[src/rtl/multicycle_ctrl_if.sv]
// Control bundle between the multicycle controller and the shared datapath/memory.
// master: controller side (drives selects and strobes, reads instruction fields and flags).
// slave: datapath/memory side.
interface multicycle_ctrl_if;
  logic [6:0] opcode;
  logic [2:0] funct3;
  logic       funct7b5;
  logic       zero;
  logic       mem_ready;
  logic       mem_valid;
  logic       memwrite;
  logic       adrsrc;
  logic       irwrite;
  logic       pcwrite;
  logic       regwrite;
  logic [1:0] resultsrc;
  logic [1:0] alusrca;
  logic [1:0] alusrcb;
  logic [1:0] immsrc;
  logic [2:0] alucontrol;

  modport master (
    input  opcode, funct3, funct7b5, zero, mem_ready,
    output mem_valid, memwrite, adrsrc, irwrite, pcwrite, regwrite,
           resultsrc, alusrca, alusrcb, immsrc, alucontrol
  );

  modport slave (
    output opcode, funct3, funct7b5, zero, mem_ready,
    input  mem_valid, memwrite, adrsrc, irwrite, pcwrite, regwrite,
           resultsrc, alusrca, alusrcb, immsrc, alucontrol
  );
endinterface

[src/rtl/multicycle_ctrl.sv]
// Multicycle RV32I control FSM (lw, sw, R-type, I-type ALU, beq, jal).
// Moore selects come from the state register; immsrc/alucontrol decode from the instruction fields.
module multicycle_ctrl #(
  parameter int unsigned CNTW = 32
) (
  input  logic                clk,
  input  logic                rst,
  multicycle_ctrl_if.master   bus,
  output logic                illegal,
  output logic [CNTW-1:0]     instret
);

  localparam logic [6:0] OpLw   = 7'b0000011;
  localparam logic [6:0] OpSw   = 7'b0100011;
  localparam logic [6:0] OpR    = 7'b0110011;
  localparam logic [6:0] OpI    = 7'b0010011;
  localparam logic [6:0] OpJal  = 7'b1101111;
  localparam logic [6:0] OpBeq  = 7'b1100011;

  localparam logic [2:0] AluAdd = 3'b000;
  localparam logic [2:0] AluSub = 3'b001;
  localparam logic [2:0] AluAnd = 3'b010;
  localparam logic [2:0] AluOr  = 3'b011;
  localparam logic [2:0] AluSlt = 3'b101;

  typedef enum logic [3:0] {
    StIdle, StFetch, StDecode, StMemAdr, StMemRead, StMemWb, StMemWrite,
    StExecR, StExecI, StAluWb, StJal, StBeq, StError
  } state_e;

  state_e          state_q, state_d;
  logic [CNTW-1:0] instret_q;
  logic            retire;
  logic [1:0]      aluop;

  logic       mem_valid, memwrite, adrsrc, irwrite, pcwrite, regwrite;
  logic [1:0] resultsrc, alusrca, alusrcb, immsrc;
  logic [2:0] alucontrol;

  // State register and retired-instruction counter; reset aborts any operation in flight.
  always_ff @(posedge clk) begin
    if (rst) begin
      state_q   <= StIdle;
      instret_q <= '0;
    end else begin
      state_q <= state_d;
      if (retire) instret_q <= instret_q + 1'b1;
    end
  end

  // Next state and Moore datapath selects.
  always_comb begin
    state_d   = state_q;
    retire    = 1'b0;
    aluop     = 2'b00;
    mem_valid = 1'b0;
    memwrite  = 1'b0;
    adrsrc    = 1'b0;
    irwrite   = 1'b0;
    pcwrite   = 1'b0;
    regwrite  = 1'b0;
    resultsrc = 2'b00;
    alusrca   = 2'b00;
    alusrcb   = 2'b00;
    illegal   = 1'b0;
    unique case (state_q)
      StIdle: state_d = StFetch;
      StFetch: begin
        mem_valid = 1'b1;
        alusrcb   = 2'b10;
        resultsrc = 2'b10;
        irwrite   = bus.mem_ready;
        pcwrite   = bus.mem_ready;
        if (bus.mem_ready) state_d = StDecode;
      end
      StDecode: begin
        alusrca = 2'b01;
        alusrcb = 2'b01;
        case (bus.opcode)
          OpLw, OpSw: state_d = StMemAdr;
          OpR:        state_d = StExecR;
          OpI:        state_d = StExecI;
          OpJal:      state_d = StJal;
          OpBeq:      state_d = StBeq;
          default:    state_d = StError;
        endcase
      end
      StMemAdr: begin
        alusrca = 2'b10;
        alusrcb = 2'b01;
        state_d = (bus.opcode == OpLw) ? StMemRead : StMemWrite;
      end
      StMemRead: begin
        mem_valid = 1'b1;
        adrsrc    = 1'b1;
        if (bus.mem_ready) state_d = StMemWb;
      end
      StMemWb: begin
        resultsrc = 2'b01;
        regwrite  = 1'b1;
        retire    = 1'b1;
        state_d   = StFetch;
      end
      StMemWrite: begin
        mem_valid = 1'b1;
        memwrite  = 1'b1;
        adrsrc    = 1'b1;
        if (bus.mem_ready) begin
          retire  = 1'b1;
          state_d = StFetch;
        end
      end
      StExecR: begin
        alusrca = 2'b10;
        aluop   = 2'b10;
        state_d = StAluWb;
      end
      StExecI: begin
        alusrca = 2'b10;
        alusrcb = 2'b01;
        aluop   = 2'b10;
        state_d = StAluWb;
      end
      StAluWb: begin
        regwrite = 1'b1;
        retire   = 1'b1;
        state_d  = StFetch;
      end
      StJal: begin
        alusrca = 2'b01;
        alusrcb = 2'b10;
        pcwrite = 1'b1;
        state_d = StAluWb;
      end
      StBeq: begin
        alusrca = 2'b10;
        aluop   = 2'b01;
        pcwrite = bus.zero;
        retire  = 1'b1;
        state_d = StFetch;
      end
      StError: illegal = 1'b1;
      default: state_d = StIdle;
    endcase
  end

  // Field decode for the extend unit and ALU; immsrc forced to 0 where every output must be 0.
  always_comb begin
    immsrc = 2'b00;
    if (state_q != StIdle && state_q != StError) begin
      case (bus.opcode)
        OpSw:    immsrc = 2'b01;
        OpBeq:   immsrc = 2'b10;
        OpJal:   immsrc = 2'b11;
        default: immsrc = 2'b00;
      endcase
    end
    alucontrol = AluAdd;
    case (aluop)
      2'b01: alucontrol = AluSub;
      2'b10: begin
        case (bus.funct3)
          3'b000:  alucontrol = (bus.funct7b5 & bus.opcode[5]) ? AluSub : AluAdd;
          3'b010:  alucontrol = AluSlt;
          3'b110:  alucontrol = AluOr;
          3'b111:  alucontrol = AluAnd;
          default: alucontrol = AluAdd;
        endcase
      end
      default: alucontrol = AluAdd;
    endcase
  end

  assign bus.mem_valid  = mem_valid;
  assign bus.memwrite   = memwrite;
  assign bus.adrsrc     = adrsrc;
  assign bus.irwrite    = irwrite;
  assign bus.pcwrite    = pcwrite;
  assign bus.regwrite   = regwrite;
  assign bus.resultsrc  = resultsrc;
  assign bus.alusrca    = alusrca;
  assign bus.alusrcb    = alusrcb;
  assign bus.immsrc     = immsrc;
  assign bus.alucontrol = alucontrol;
  assign instret        = instret_q;

endmodule

[src/flat_wrapper.sv]
// flat-port wrapper written by rule: the top's interface ports become plain ports
module multicycle_ctrl_flat 
#(
  parameter int unsigned CNTW = 32
)
  (clk, rst, illegal, instret, bus_opcode, bus_funct3, bus_funct7b5, bus_zero, bus_mem_ready, bus_mem_valid, bus_memwrite, bus_adrsrc, bus_irwrite, bus_pcwrite, bus_regwrite, bus_resultsrc, bus_alusrca, bus_alusrcb, bus_immsrc, bus_alucontrol);
  multicycle_ctrl_if bus_i ();
  input  logic clk;
  input  logic rst;
  output logic illegal;
  output logic [CNTW-1:0] instret;
  input wire logic [$bits(bus_i.opcode)-1:0] bus_opcode;
  input wire logic [$bits(bus_i.funct3)-1:0] bus_funct3;
  input wire logic [$bits(bus_i.funct7b5)-1:0] bus_funct7b5;
  input wire logic [$bits(bus_i.zero)-1:0] bus_zero;
  input wire logic [$bits(bus_i.mem_ready)-1:0] bus_mem_ready;
  output wire logic [$bits(bus_i.mem_valid)-1:0] bus_mem_valid;
  output wire logic [$bits(bus_i.memwrite)-1:0] bus_memwrite;
  output wire logic [$bits(bus_i.adrsrc)-1:0] bus_adrsrc;
  output wire logic [$bits(bus_i.irwrite)-1:0] bus_irwrite;
  output wire logic [$bits(bus_i.pcwrite)-1:0] bus_pcwrite;
  output wire logic [$bits(bus_i.regwrite)-1:0] bus_regwrite;
  output wire logic [$bits(bus_i.resultsrc)-1:0] bus_resultsrc;
  output wire logic [$bits(bus_i.alusrca)-1:0] bus_alusrca;
  output wire logic [$bits(bus_i.alusrcb)-1:0] bus_alusrcb;
  output wire logic [$bits(bus_i.immsrc)-1:0] bus_immsrc;
  output wire logic [$bits(bus_i.alucontrol)-1:0] bus_alucontrol;
  assign bus_i.opcode = bus_opcode;
  assign bus_i.funct3 = bus_funct3;
  assign bus_i.funct7b5 = bus_funct7b5;
  assign bus_i.zero = bus_zero;
  assign bus_i.mem_ready = bus_mem_ready;
  assign bus_mem_valid = bus_i.mem_valid;
  assign bus_memwrite = bus_i.memwrite;
  assign bus_adrsrc = bus_i.adrsrc;
  assign bus_irwrite = bus_i.irwrite;
  assign bus_pcwrite = bus_i.pcwrite;
  assign bus_regwrite = bus_i.regwrite;
  assign bus_resultsrc = bus_i.resultsrc;
  assign bus_alusrca = bus_i.alusrca;
  assign bus_alusrcb = bus_i.alusrcb;
  assign bus_immsrc = bus_i.immsrc;
  assign bus_alucontrol = bus_i.alucontrol;
  multicycle_ctrl #(.CNTW(CNTW)) u_core (.clk(clk), .rst(rst), .bus(bus_i), .illegal(illegal), .instret(instret));
endmodule
[config.mk]
export PLATFORM = sky130hd
export DESIGN_NAME = multicycle_ctrl_flat
export DESIGN_NICKNAME = d
export VERILOG_FILES = /design/src/rtl/multicycle_ctrl_if.sv /design/src/rtl/multicycle_ctrl.sv /design/src/flat_wrapper.sv
export SDC_FILE = /design/constraint.sdc
export NUM_CORES = 1
export LEC_CHECK = 0
export CORE_MARGIN = 5
export CORE_UTILIZATION = 49
export DETAILED_ROUTE_END_ITERATION = 7
export PLACE_DENSITY = 0.81
export SYNTH_ARGS = -nofsm -noshare
export SYNTH_HDL_FRONTEND = slang
export SYNTH_SLANG_ARGS = --single-unit
[constraint.sdc]
create_clock -name clk -period 2.35 [get_ports clk]
set_input_delay 0.47 -clock clk [delete_from_list [all_inputs] [get_ports clk]]
set_output_delay 0.47 -clock clk [all_outputs]
set_load 0.005 [all_outputs]
==> qor.yml <==
worst_setup_path:
  crit_path_end_kind: "primary output"
  critPathArrivalTime_ns: 1.79
  rrSetupSlack_ns: 0.37
  r2r_cells: 5
  rr_startpoint: "u_core.instret[0]"
  cp.required_ns: 1.88
  r2r_end: "u_core.instret[28]"
  crit_path_end: "bus_mem_valid"
  path_class: "reg -> out"
  crit_path_max_fanout: 7
  critPathLaunchType: "flop"
  crit_path_start: "u_core.state_q[0]"
cts:
  cts_buffers: 5
  cts_sinks: 36
  htree_levels: 2
  cts-root-buf: "clkbuf_8"
  cts_tree: "done"
  cts_max_path_buffers: 2
  clock_latency_ns: 0.28
  cts_setup_buffers: 0
  path_clk_slew_ns: 0.07
outcome:
  outcome: "complete, no violations"
grt:
  grt_pass1_wl_microns: 10300
  antenna_found_initial: 0
  grt_usage: 0.196
  grt_pass1_vias: 2322
  gr-total-overflow: 0
  grt_start_max_net_pins: 49
power_and_ir_drop:
  p_leak_nw: 1.21
  power_density_nw_per_um2: 471
  ir_drop_mv: 0.342
routing:
  vias: 2504
  drc: 0
  routed_wl_microns: 6370
  ant_nets: 0
  firstDrtPassIters: 4
  viasPerCell: 5.73
  drtIter0Drc: 167
  wire_per_inst_microns: 14.6
placement:
  dpl.cell_count: 429
  gp_congestion: 0.823
  hpwl_microns: 4560
  io_buffers: 64
  dpl_cell_area_sq_um: 3180
final_layout:
  layout-drive-gt1-share: 0.154
  nNetsFinal: 387
  area_delta_synth_final_pct: 39.7
  final_area_sq_um: 3360
  num_antenna_cells: 0
  final-instance-count-excl-fill: 437
min_path:
  hp-class: "reg -> reg"
  hold_start: "u_core.instret[12]"
floorplan:
  die_w_microns: 80.0
  dieArea_sq_um: 6410
  start_util: 0.506
  core_sq_um: 4750
  io_pins: 65
  fp.dieH_microns: 80.0
  rows: 25
yosys:
  synth.top_cell.area_share: 0.300
  synth_area_leader_cell: "dfxtp_1"
  synth-main-ff-cell: "dfxtp_1"
  synth_cell_types: 52
  synthCells: 298
  syn_avg_cell_area_sq_um: 8.07
  ys_seq_area_frac: 0.300
  synthTopCellsByArea: "dfxtp_1, a21oi_1, o31ai_1, or4_1, nor2_1"
  synth_edf_count: 0
  synthArstFlopShare: 0
  netlist_area_sq_um: 2400
  yosysMostFrequentCell: "dfxtp_1"
  yosysWarnings: 0
  syn_nets: 316
  synth-seq-cells: 36
  synth.cells.most_frequent: "dfxtp_1, nor2_1, a21oi_1"
timing:
  slew_headroom: 0.705
  setup_viol: 0
  post-route-period-util: 0.963
  slew_violations: 0
  period_minus_slack_ns: 2.26
  max_freq_mhz: 442
  worst_pin_slew_ns: 0.436
  clock_skew_ns: 0.00589
  hold_viol: 0
job:
  drv_cap: 0
[registers in the layout, summed over array words and instances (netlist names)]
register	cells
u_core.state_q	4
u_core.instret	32
[power by group]
part | internal, mW | switching [mW]
Combinational | 0.211 | 0.193
Clock | 0.315 | 0.223
Sequential | 0.623 | 0.0148
[per-layer routing]
metal / track usage / up-vias / share of wire
met5: 0 / - / 0
met4: 0.0591 / 0 / 0.0090
met2: 0.329 / 89 / 0.47
li1: - / 1256 / -
met3: 0.0429 / 8 / 0.066
met1: 0.248 / 1151 / 0.45
[through the flow]
stage | power (mW) | hold WS [ns] | utilization | TNS [ns] | worst slack [ns]
2_1_floorplan | 0.857 | 0.477 | - | 0 | 0.327
3_3_place_gp | 1.02 | 0.477 | 0.670 | -0.112 | -0.0685
3_5_place_dp | 1.03 | 0.490 | 0.670 | -0.250 | -0.102
4_1_cts | 1.57 | 0.499 | 0.696 | 0 | 0.0537
5_1_grt | 1.65 | 0.536 | 0.706 | -0.00402 | -0.00402
6_report | 1.58 | 0.505 | 0.706 | 0 | 0.0864
[worst min-delay path by stage]
| stage | end | cells after the start | slack, ns |
|---|---|---|---|
| after floorplan | u_core.instret[12] | 2 | 0.48 |
| after global placement | u_core.instret[12] | 2 | 0.48 |
| after detailed placement | u_core.instret[12] | 2 | 0.49 |
| after CTS | u_core.instret[12] | 2 | 0.50 |
| after global routing | u_core.instret[12] | 2 | 0.54 |
| final | u_core.instret[12] | 2 | 0.50 |
[critical path, cell delays in order (launching register included)]
cell	delay, ns
dfxtp_2	0.36
buf_4	0.16
inv_1	0.10
nand2_1	0.13
nor2_2	0.05
or2_2	0.26
clkdlybuf4s50_1	0.44
[cell families after synthesis]
group                      after synthesis  share of synthesized area
muxes                                   14                     0.0646
xor gates and xnor gates                 2                    0.00729
DFF                                     36                      0.300
AOI/OAI and AO/OA                       66                      0.181
buffers and inverters                   32                     0.0713
adders and majority gates                3                     0.0156
and+or+nand+nor                        145                      0.360
[layout make-up]
| type | count | area (sq um) |
|---|---|---|
| clock buffer | 6 | 72.6 |
| clock inverter | 2 | 35.0 |
| fill | 405 | 1400 |
| inverter | 10 | 37.5 |
| multi-input combinational | 230 | 1570 |
| sequential | 36 | 724 |
| tap | 67 | 83.8 |
| timing repair buffer | 86 | 831 |
[layout by cell type (no fill, tap or decap), types with 3 or more instances in the layout]
cell type	Yosys	layout
nand2_1	20	20
clkbuf_8	0	5
inv_1	10	10
o31ai_1	17	17
or4_1	17	17
mux2_1	3	3
nor2_1	28	27
nor3_1	5	4
nor2b_1	13	12
nand3b_1	3	3
dfxtp_1	36	33
nand4_1	7	7
a21oi_1	27	27
nand3_1	13	13
buf_4	5	19
o21ai_0	8	7
dfxtp_2	0	3
and2_1	5	5
dlygate4sd2_1	0	5
and4_1	7	7
clkdlybuf4s50_1	0	58
nor4_1	8	7
nand2b_1	5	4
mux2_2	9	9
[what timing repair did]
action / 4_1_cts / 5_1_grt
hold endpoints to repair: 0 / 0
hold buffers: 0 / 0
setup endpoints to repair: 8 / 6
gates resized for setup: 11 / 11
pin swaps: 1 / 0
No activity file was read; power rests on OpenSTA's default activity.
